## src/rtl/chess_pkg.sv

```systemverilog
// Shared chess definitions: piece encodings, square/FIFO word geometry and the
// move scheduler state encoding.
`timescale 1ns/1ps
package chess_pkg;

  localparam int SQ_W       = 6;
  localparam int WORD_W     = 48;
  localparam int NSLOT      = 8;
  localparam int SLOT_IDX_W = 3;

  typedef enum logic [2:0] {
    EMPTY  = 3'd0,
    PAWN   = 3'd1,
    KNIGHT = 3'd2,
    BISHOP = 3'd3,
    ROOK   = 3'd4,
    QUEEN  = 3'd5,
    KING   = 3'd6
  } piece_e;

  typedef enum logic {
    WHITE = 1'b0,
    BLACK = 1'b1
  } color_e;

  typedef enum logic [2:0] {
    ST_IDLE,
    ST_RST_SQ,
    ST_WAIT_DONE,
    ST_SCAN,
    ST_READ,
    ST_UNPACK,
    ST_FINISH
  } sched_state_e;

  // Source square held in slot idx of a FIFO word (slot i = bits [6*i+5:6*i]).
  function automatic logic [SQ_W-1:0] slot_of(input logic [WORD_W-1:0]     word,
                                               input logic [SLOT_IDX_W-1:0] idx);
    return word[int'(idx)*SQ_W +: SQ_W];
  endfunction

endpackage

```

## src/rtl/slot_unpacker.sv

```systemverilog
// Holds one captured FIFO word and streams its slots (7 down to 0) as moves,
// silently dropping self-move filler slots.
`timescale 1ns/1ps
module slot_unpacker
  import chess_pkg::*;
(
  input  logic              clk,
  input  logic              reset,
  input  logic              load,
  input  logic [WORD_W-1:0] word_in,
  input  logic [SQ_W-1:0]   cur_sq,
  input  logic              mv_ready,
  output logic              mv_valid,
  output logic [SQ_W-1:0]   mv_from,
  output logic [SQ_W-1:0]   mv_to,
  output logic              handshake,
  output logic              word_done
);

  logic [WORD_W-1:0]     word_q, word_d;
  logic [SLOT_IDX_W-1:0] idx_q, idx_d;
  logic                  active_q, active_d;
  logic [SQ_W-1:0]       slot;
  logic                  skip;
  logic                  advance;

  always_ff @(posedge clk or negedge reset) begin
    if (!reset) begin
      word_q   <= '0;
      idx_q    <= '0;
      active_q <= 1'b0;
    end else begin
      word_q   <= word_d;
      idx_q    <= idx_d;
      active_q <= active_d;
    end
  end

  // A filler slot advances unconditionally; a real move waits for the consumer.
  always_comb begin
    slot      = slot_of(word_q, idx_q);
    skip      = (slot == cur_sq);
    mv_valid  = active_q && !skip;
    handshake = mv_valid && mv_ready;
    advance   = active_q && (skip || mv_ready);
    word_done = advance && (idx_q == '0);
    mv_from   = mv_valid ? slot : '0;
    mv_to     = mv_valid ? cur_sq : '0;

    word_d   = word_q;
    idx_d    = idx_q;
    active_d = active_q;
    if (load) begin
      word_d   = word_in;
      idx_d    = SLOT_IDX_W'(NSLOT - 1);
      active_d = 1'b1;
    end else if (advance) begin
      idx_d = idx_q - 1'b1;
      if (idx_q == '0) begin
        active_d = 1'b0;
      end
    end
  end

endmodule

```

## src/rtl/move_scheduler.sv

```systemverilog
// Runs one move-generation pass: resets the square array, waits for it to
// settle, then drains every square FIFO in ascending order into a move stream.
`timescale 1ns/1ps
module move_scheduler
  import chess_pkg::*;
#(
  parameter int NSQ        = 64,
  parameter int RST_CYCLES = 2,
  parameter int SETTLE     = 2,
  parameter int RD_LAT     = 1,
  parameter int TIMEOUT    = 1023
) (
  input  logic              clk,
  input  logic              reset,
  input  logic              start,
  output logic              busy,
  output logic              sq_reset,
  input  logic [NSQ-1:0]    sq_done,
  input  logic [NSQ-1:0]    sq_hold,
  input  logic [NSQ-1:0]    sq_empty,
  output logic [SQ_W-1:0]   sq_sel,
  output logic [NSQ-1:0]    sq_rden,
  input  logic [WORD_W-1:0] sq_fifo_data,
  output logic              mv_valid,
  input  logic              mv_ready,
  output logic [SQ_W-1:0]   mv_from,
  output logic [SQ_W-1:0]   mv_to,
  output logic              list_done,
  output logic [7:0]        move_count,
  output logic              err_timeout
);

  localparam int RC_W = $clog2(RST_CYCLES + 1);
  localparam int SC_W = $clog2(SETTLE + 1);
  localparam int TO_W = $clog2(TIMEOUT + 1);
  localparam int RL_W = $clog2(RD_LAT + 2);

  sched_state_e    state_q, state_d;
  logic [SQ_W-1:0] sel_q, sel_d;
  logic [RC_W-1:0] rst_cnt_q, rst_cnt_d;
  logic [SC_W-1:0] settle_q, settle_d;
  logic [TO_W-1:0] tmo_q, tmo_d;
  logic [RL_W-1:0] rd_cnt_q, rd_cnt_d;
  logic [7:0]      count_q, count_d;
  logic            err_q, err_d;

  logic            load;
  logic            handshake;
  logic            word_done;
  logic            all_settled;

  slot_unpacker u_unpacker (
    .clk       (clk),
    .reset     (reset),
    .load      (load),
    .word_in   (sq_fifo_data),
    .cur_sq    (sel_q),
    .mv_ready  (mv_ready),
    .mv_valid  (mv_valid),
    .mv_from   (mv_from),
    .mv_to     (mv_to),
    .handshake (handshake),
    .word_done (word_done)
  );

  always_ff @(posedge clk or negedge reset) begin
    if (!reset) begin
      state_q   <= ST_IDLE;
      sel_q     <= '0;
      rst_cnt_q <= '0;
      settle_q  <= '0;
      tmo_q     <= '0;
      rd_cnt_q  <= '0;
      count_q   <= '0;
      err_q     <= 1'b0;
    end else begin
      state_q   <= state_d;
      sel_q     <= sel_d;
      rst_cnt_q <= rst_cnt_d;
      settle_q  <= settle_d;
      tmo_q     <= tmo_d;
      rd_cnt_q  <= rd_cnt_d;
      count_q   <= count_d;
      err_q     <= err_d;
    end
  end

  always_comb begin
    state_d     = state_q;
    sel_d       = sel_q;
    rst_cnt_d   = rst_cnt_q;
    settle_d    = settle_q;
    tmo_d       = tmo_q;
    rd_cnt_d    = rd_cnt_q;
    count_d     = count_q;
    err_d       = err_q;
    sq_reset    = 1'b0;
    sq_rden     = '0;
    list_done   = 1'b0;
    load        = 1'b0;
    all_settled = (&sq_done) && !(|sq_hold);
    busy        = (state_q != ST_IDLE) && (state_q != ST_FINISH);

    case (state_q)
      ST_IDLE: begin
        if (start) begin
          state_d   = ST_RST_SQ;
          count_d   = '0;
          err_d     = 1'b0;
          rst_cnt_d = '0;
          sel_d     = '0;
        end
      end
      ST_RST_SQ: begin
        sq_reset = 1'b1;
        if (rst_cnt_q == RC_W'(RST_CYCLES - 1)) begin
          state_d  = ST_WAIT_DONE;
          settle_d = '0;
          tmo_d    = '0;
        end else begin
          rst_cnt_d = rst_cnt_q + 1'b1;
        end
      end
      // A settle hit in the same cycle as the timeout wins.
      ST_WAIT_DONE: begin
        settle_d = all_settled ? settle_q + 1'b1 : '0;
        if (all_settled && (settle_q == SC_W'(SETTLE - 1))) begin
          state_d = ST_SCAN;
          sel_d   = '0;
        end else if (tmo_q == TO_W'(TIMEOUT - 1)) begin
          err_d   = 1'b1;
          state_d = ST_FINISH;
        end else begin
          tmo_d = tmo_q + 1'b1;
        end
      end
      ST_SCAN: begin
        if (!sq_empty[sel_q]) begin
          state_d  = ST_READ;
          rd_cnt_d = '0;
        end else if (sel_q == SQ_W'(NSQ - 1)) begin
          state_d = ST_FINISH;
        end else begin
          sel_d = sel_q + 1'b1;
        end
      end
      ST_READ: begin
        if (rd_cnt_q == '0) begin
          sq_rden[sel_q] = 1'b1;
        end
        if (rd_cnt_q == RL_W'(RD_LAT)) begin
          load    = 1'b1;
          state_d = ST_UNPACK;
        end else begin
          rd_cnt_d = rd_cnt_q + 1'b1;
        end
      end
      // Return to the same square so a FIFO with several words drains fully.
      ST_UNPACK: begin
        if (word_done) begin
          state_d = ST_SCAN;
        end
      end
      ST_FINISH: begin
        list_done = 1'b1;
        state_d   = ST_IDLE;
      end
      default: begin
        state_d = ST_IDLE;
      end
    endcase

    if (handshake && (count_q != 8'hFF)) begin
      count_d = count_q + 1'b1;
    end
  end

  assign sq_sel      = sel_q;
  assign move_count  = count_q;
  assign err_timeout = err_q;

endmodule

```

## config.mk

```make
export PLATFORM = sky130hd
export DESIGN_NAME = move_scheduler
export DESIGN_NICKNAME = d
export VERILOG_FILES = /design/src/rtl/chess_pkg.sv /design/src/rtl/slot_unpacker.sv /design/src/rtl/move_scheduler.sv
export SDC_FILE = /design/constraint.sdc
export NUM_CORES = 1
export LEC_CHECK = 0
export BUFFER_PORTS_ARGS = -buffer_cell sky130_fd_sc_hd__buf_4
export CORE_AREA = 2 2 130 132
export CTS_BUF_LIST = sky130_fd_sc_hd__clkbuf_8 sky130_fd_sc_hd__clkbuf_16
export CTS_CLUSTER_SIZE = 24
export DETAILED_ROUTE_END_ITERATION = 7
export DIE_AREA = 0 0 132 134
export GPL_TIMING_DRIVEN = 1
export PLACE_DENSITY = 0.67
export SLEW_MARGIN = 20
export SYNTH_ARGS = -nofsm -noshare
export SYNTH_HDL_FRONTEND = slang
export SYNTH_SLANG_ARGS = --single-unit
```

## constraint.sdc

```tcl
create_clock -name clk -period 2.8 [get_ports clk]
set_input_delay 0.14 -clock clk [delete_from_list [all_inputs] [get_ports clk]]
set_output_delay 0.14 -clock clk [all_outputs]
set_load 0.01 [all_outputs]
```

==> results of run 1 <==
-- metrics by stage --
step | cells | area, µm²
2_1_floorplan | 776 | 6170
3_3_place_gp | 1329 | 9060
3_5_place_dp | 1329 | 9060
4_1_cts | 1380 | 9770
5_1_grt | 1381 | 9860
6_report | 1381 | 9860
-- worst register-to-register path: stages (launching register included) --
cell and delay (ns):
dfrtp_2 0.47, buf_12 0.16, mux2_4 0.29, o22a_1 0.25, and3_1 0.20, o211ai_2 0.22
o41a_1 0.23, buf_4 0.14, nand3_2 0.24, a32o_1 0.29, a21o_1 0.17
-- layer usage --
metal,part of all wire,vias up
li1,-,3580
met1,0.46,3610
met2,0.44,368
met3,0.086,44
met4,0.023,0
met5,0,-
-- power groups by stage --
stage,Clock (mW),Combinational (mW),Sequential [mW]
floorplan,0,2.46,2.02
global placement,0,3.73,2.14
detailed placement,0,3.79,2.13
CTS,1.21,4.02,2.14
global route,1.26,4.59,2.24
finish,1.19,4.23,2.18
-- cells in the mapped netlist, drive strengths merged, types with 14 or more instances --
cell | instances | area share
nand2 | 180 | 0.11
nor2 | 96 | 0.058
dfrtp | 86 | 0.35
nor4 | 39 | 0.042
nand4 | 35 | 0.037
clkbuf | 20 | 0.012
inv | 20 | 0.012
mux2i | 20 | 0.032
nand3 | 19 | 0.016
o21ai | 18 | 0.015
buf | 17 | 0.020
nor2b | 16 | 0.016
and3 | 14 | 0.014
mux2 | 14 | 0.028
nor3 | 14 | 0.011
-- kinds of logic (layout without fill, tap and decap cells) --
group	after synthesis	count (layout)
mux	38	38
flops	86	86
simple gates	461	461
xor+xnor	9	9
compound gates	112	112
buf+inv	60	445
fa+ha+maj	10	10
-- worst max-delay path by stage --
stage | cells after the start | from | endpoint | slack, ns
2_1_floorplan | 10 | sq_sel[1]$_DFFE_PN0P_ | sq_sel[0]$_DFFE_PN0P_ | 0.30
3_3_place_gp | 9 | u_unpacker.idx_q[1]$_DFFE_PN0P_ | move_count[4]$_DFFE_PN0P_ | 0.17
3_5_place_dp | 9 | u_unpacker.idx_q[1]$_DFFE_PN0P_ | move_count[4]$_DFFE_PN0P_ | 0.14
4_1_cts | 10 | u_unpacker.idx_q[1]$_DFFE_PN0P_ | mv_from[1] | -0.03
5_1_grt | 9 | u_unpacker.idx_q[1]$_DFFE_PN0P_ | mv_valid | -0.10
6_report | 9 | u_unpacker.idx_q[1]$_DFFE_PN0P_ | mv_valid | -0.06
-- flip-flops by register name, indices dropped and copies added (netlist names) --
register,count
err_timeout,1
move_count,8
rd_cnt_q,2
rst_cnt_q,2
settle_q,2
sq_sel,6
state_q,3
tmo_q,10
u_unpacker.active_q,1
u_unpacker.idx_q,3
u_unpacker.word_q,48
-- repair_timing --
action,CTS,global route
pin swaps,5,6
setup buffers,3,1
hold buffers,31,0
hold endpoints to repair,76,0
cloned,1,1
gates resized for setup,15,20
endpoints found under the setup margin,9,18
-- final cells by class --
cell class              count  area (µm²)  area share
well taps                 220         275      0.0279
repair buffers            406        3200       0.325
clock buffers               9         225      0.0228
clock inverters             7        72.6     0.00736
multi-input cells         630        3840       0.390
inverters                  23        87.6     0.00888
flip-flops and latches     86        2160       0.219
==> flow_summary.yaml, run 1 <==
outcome:
  outcome: "complete, but fails checks"
  violations: "negative setup slack"
critical_path:
  reg2regPathDepth: 10
  crit_path_max_incr_delay_ns: 0.47
  cp.required_ns: 2.66
  worst-path-buf-inv: 4
  cp_top_family: "compound AO/OA/AOI/OAI gates"
  r2r_slack_ns: 0.03
  crit_chain: "buf_12 > mux2i_4 > a22oi_2 > and3_1 > o211ai_2 > o41a_1 > buf_4 > buf_4 > buf_4"
  slowest_stage: "dfrtp_2"
  critical_path_class: "reg -> out"
  crit_path_frequent_cell: "buf_4"
  critPathCaptureType: "output port"
  path_max_fanout: 11
  rr_endpoint: "move_count[4]$_DFFE_PN0P_"
  arrival_ns: 2.72
  startpoint_type: "register"
  r2r_start: "u_unpacker.idx_q[1]$_DFFE_PN0P_"
synth:
  synth_top_family_by_area: "simple AND/OR/NAND/NOR gates"
  synthCells: 776
  synth_compound_area_frac: 0.137
  synth-edff-count: 0
  synth_fa_ha_area_frac: 0.0203
  synthMuxAreaShare: 0.0751
  syn-mean-instance-area_um2: 7.95
  syn_area_um2: 6170
  synth.distinct_cells: 72
  synth-seq-cells: 86
  synthXorXnorAreaFrac: 0.0128
  synth_warnings: 0
  synthArstFlopShare: 1.00
  ys_seq_area_frac: 0.349
  synthesis.nets: 1030
  synth_simple_gate_area_frac: 0.360
  synth_top_flop_cell: "dfrtp_1"
global_routing:
  grt_busiest_layer: "met2"
  gr-usage-met1: 0.426
  grt_max_degree: 53
  grt_util_met2: 0.444
  grt_util_met3: 0.0522
  grt_overflow: 0
  grt_pass1_wl_mm: 40.6
  grt_pass1_vias: 7311
  track_usage: 0.292
  antenna_found_initial: 0
sta:
  fin_crit_ns: 2.86
  setup_slack_ns: -0.0553
  max_freq_mhz: 350
  hold_ws_ns: 0.00237
  worst_pin_slew_ns: 0.635
  skew_ns: 0.0137
  slew_headroom: 0.577
  grt_setup_unrepaired: "yes"
  fin_crit_sh: 1.02
  hold_viol_final: 0
  setup_violations: 7
  tns_ns: -0.245
  maxSlewViolCount: 0
final_layout:
  drive_gt1_frac: 0.378
  num_antenna_cells: 0
  final_cell_mix: "368 x buf_4, 179 x nand2_1, 94 x nor2_1"
  area_growth_pct: 59.9
  final_common_cell: "buf_4"
  n_fill_cell: 1477
  utilization: 0.605
  nets: 1410
floorplanning:
  start_util: 0.379
  die_w_um: 132
  io-pin-count: 339
  die_y_um: 134
  rows: 47
  dieArea_um2: 17700
  coreArea_um2: 16300
clocking:
  cts_root_buf: "clkbuf_16"
  cts_made_buffers: 9
  path_clk_slew_ns: 0.08
  insertion_delay_ns: 0.34
  htreeDepth: 3
  clock_sinks: 86
  cts.path.max_buffers: 2
  cts_tree: "yes"
power_and_ir_drop:
  ir_worst_vdd_v: 0.000485
  swShare: 0.422
  fin_total_pwr_mw: 7.60
  clock_power_share: 0.157
  p_comb_frac: 0.556
  power_switching_mw: 3.21
  power_density_nw_per_um2: 771
  power.internal_mw: 4.39
  p_leak_nw: 4.74
  seqPwrFrac: 0.287
worst_hold_path:
  min_path_type: "in -> reg"
  hp-start: "sq_fifo_data[42]"
  whs_endpoint: "u_unpacker.word_q[42]$_DFFE_PN0P_"
  min_path_cells: 3
drt:
  wl_mm: 26.7
  ant_nets: 0
  num_vias: 7602
  drt_iter0_markers: 664
  drcViolationCount: 0
  vias_per_cell: 5.50
  wl_per_cell_um: 19.3
  drtPass1Iterations: 5
job:
  drv_cap: 0
placement:
  globalplace.congestion: 0.999
  pre_cts_slack_ns: 0.136
  hpwl_mm: 20.9
  io_buffers: 338
Power figures use the tool's default switching activity.
==> run 2: changes to the inputs <==
==> constraint.sdc (replaced) <==
create_clock -name clk -period 3.4 [get_ports clk]
set_input_delay 0.17 -clock clk [delete_from_list [all_inputs] [get_ports clk]]
set_output_delay 0.17 -clock clk [all_outputs]
set_load 0.01 [all_outputs]
==> flow_summary.yaml, run 2 (same netlist as run 1, synthesis figures left out) <==
floorplanning:
  coreArea_um2: 16300
  io-pin-count: 339
  die_w_um: 132
  die_y_um: 134
  rows: 47
  dieArea_um2: 17700
  start_util: 0.379
drt:
  num_vias: 7350
  drcViolationCount: 0
  vias_per_cell: 5.54
  drt_iter0_markers: 477
  ant_nets: 0
  wl_mm: 25.8
  drtPass1Iterations: 5
  wl_per_cell_um: 19.4
critical_path:
  critical_path_class: "reg -> reg"
  startpoint_type: "register"
  arrival_ns: 3.26
  critPathCaptureType: "register"
  slowest_stage: "dfrtp_1"
  cp.required_ns: 3.62
  r2r_start: "sq_sel[0]$_DFFE_PN0P_"
  r2r_slack_ns: 0.35
  rr_endpoint: "sq_sel[0]$_DFFE_PN0P_"
  crit_path_max_incr_delay_ns: 0.62
  crit_chain: "buf_4 > and3b_1 > a22o_1 > a211oi_1 > o221ai_1 > a221oi_2 > a31o_2 > nor2_1 > mux2_2"
  reg2regPathDepth: 9
  path_max_fanout: 12
final_layout:
  n_fill_cell: 1595
  final_cell_mix: "350 x buf_4, 180 x nand2_1, 96 x nor2_1"
  largest_register_ffs: 48
  final-seq-area_um2: 2150
  nets: 1356
  num_antenna_cells: 0
  multi_input_comb_area_um2: 3730
  drive_gt1_frac: 0.354
  top_register: "u_unpacker.word_q"
  area_growth_pct: 49.1
  final_common_cell: "buf_4"
sta:
  worst_pin_slew_ns: 0.824
  setup_violations: 0
  hold_viol_final: 0
  skew_ns: 0.0105
  tns_ns: 0
  fin_crit_sh: 0.897
  maxSlewViolCount: 0
  grt_setup_unrepaired: "no"
  slew_headroom: 0.451
  fin_crit_ns: 3.05
  max_freq_mhz: 328
clocking:
  clock_sinks: 86
  cts.path.max_buffers: 2
  insertion_delay_ns: 0.34
  cts_root_buf: "clkbuf_16"
  cts_made_buffers: 9
  cts_tree: "yes"
  htreeDepth: 3
  post-cts-setup-buffer-count: 0
  path_clk_slew_ns: 0.07
power_and_ir_drop:
  power_switching_mw: 2.44
  p_comb_frac: 0.520
  seqPwrFrac: 0.310
  power_density_nw_per_um2: 624
  p_leak_nw: 4.47
  power.internal_mw: 3.30
  ir_worst_vdd_v: 0.000329
  clock_power_share: 0.171
  swShare: 0.424
  fin_total_pwr_mw: 5.74
global_routing:
  grt_util_met2: 0.435
  grt_pass1_wl_mm: 39.7
  track_usage: 0.285
  gr-usage-met1: 0.413
  grt_util_met3: 0.0605
  antenna_found_initial: 0
  grt_busiest_layer: "met2"
  grt_overflow: 0
  grt_max_degree: 65
  grt_pass1_vias: 7012
placement:
  globalplace.congestion: 1.00
  io_buffers: 338
  hpwl_mm: 20.7
outcome:
  outcome: "complete, no violations"
worst_hold_path:
  min_path_type: "in -> reg"
  hp-start: "sq_fifo_data[8]"
  min_path_cells: 3
  whs_endpoint: "u_unpacker.word_q[8]$_DFFE_PN0P_"
job:
  drv_cap: 0
[run 2: changes by cell type in the layout (fill, tap and decap cells not counted), sizes merged]
cell         delta
inv             +2
clkbuf          -1
clkinvlp        -1
clkinv          -1
dlygate4sd3    -30
buf            -23
[run 2: power by group through the flow]
stage                     Sequential (mW)  Combinational (mW)  Clock (mW)
final                                1.78                2.98       0.980
after detailed placement             1.79                2.97           0
after floorplan                      1.66                2.03           0
after global routing                 1.84                3.30        1.04
after global placement               1.78                2.92           0
after CTS                            1.77                2.99       0.996
[run 2: timing repair]
item,4_1_cts,5_1_grt
hold endpoints to repair,63,0
resized for setup,0,0
endpoints found under the setup margin,0,0
hold buffers,1,0
[run 2: worst max path at each step]
stage                               startpoint                        end  depth (start not counted)
6_report                 sq_sel[0]$_DFFE_PN0P_      sq_sel[0]$_DFFE_PN0P_                          9
5_1_grt        u_unpacker.idx_q[0]$_DFFE_PN0P_  move_count[4]$_DFFE_PN0P_                          8
4_1_cts        u_unpacker.idx_q[0]$_DFFE_PN0P_                 mv_from[1]                          7
3_5_place_dp             sq_sel[0]$_DFFE_PN0P_      sq_sel[0]$_DFFE_PN0P_                          9
3_3_place_gp             sq_sel[2]$_DFFE_PN0P_      sq_sel[0]$_DFFE_PN0P_                          8
2_1_floorplan            sq_sel[1]$_DFFE_PN0P_      sq_sel[0]$_DFFE_PN0P_                         10
[run 2: layout make-up]
cell class | instances | share of cell area
Tap cell | 220 | 0.0299
Sequential cell | 86 | 0.234
Timing Repair Buffer | 352 | 0.289
Inverter | 23 | 0.00952
Clock buffer | 9 | 0.0245
Clock inverter | 7 | 0.00748
Multi-Input combinational cell | 630 | 0.406
[run 2: per-stage QoR]
step,cells,utilization,worst slack [ns],cell area (µm²),hold WS (ns)
after floorplan,776,-,0.899,6170,-0.126
after global placement,1310,0.546,0.463,8890,0.311
after detailed placement,1310,0.546,0.391,8890,0.316
after CTS,1327,0.565,0.352,9200,0.00703
after global routing,1327,0.565,0.139,9200,0.0171
final,1327,0.565,0.351,9200,0.0164
[run 2: worst max-delay path, delay by kind of cell, from the launching register on]
kind	cells	cell delay, ns
AND/OR/NAND/NOR	2	0.31
multiplexers	1	0.26
buffers and inverters	1	0.27
flip-flops	1	0.62
AO/OA/AOI/OAI	5	1.48
[run 2: per-layer routing]
| layer | wire [µm] | share of wire |
|---|---|---|
| met3 | 2210 | 0.086 |
| met1 | 11700 | 0.46 |
| met5 | 0 | 0 |
| met2 | 11400 | 0.44 |
| met4 | 432 | 0.017 |
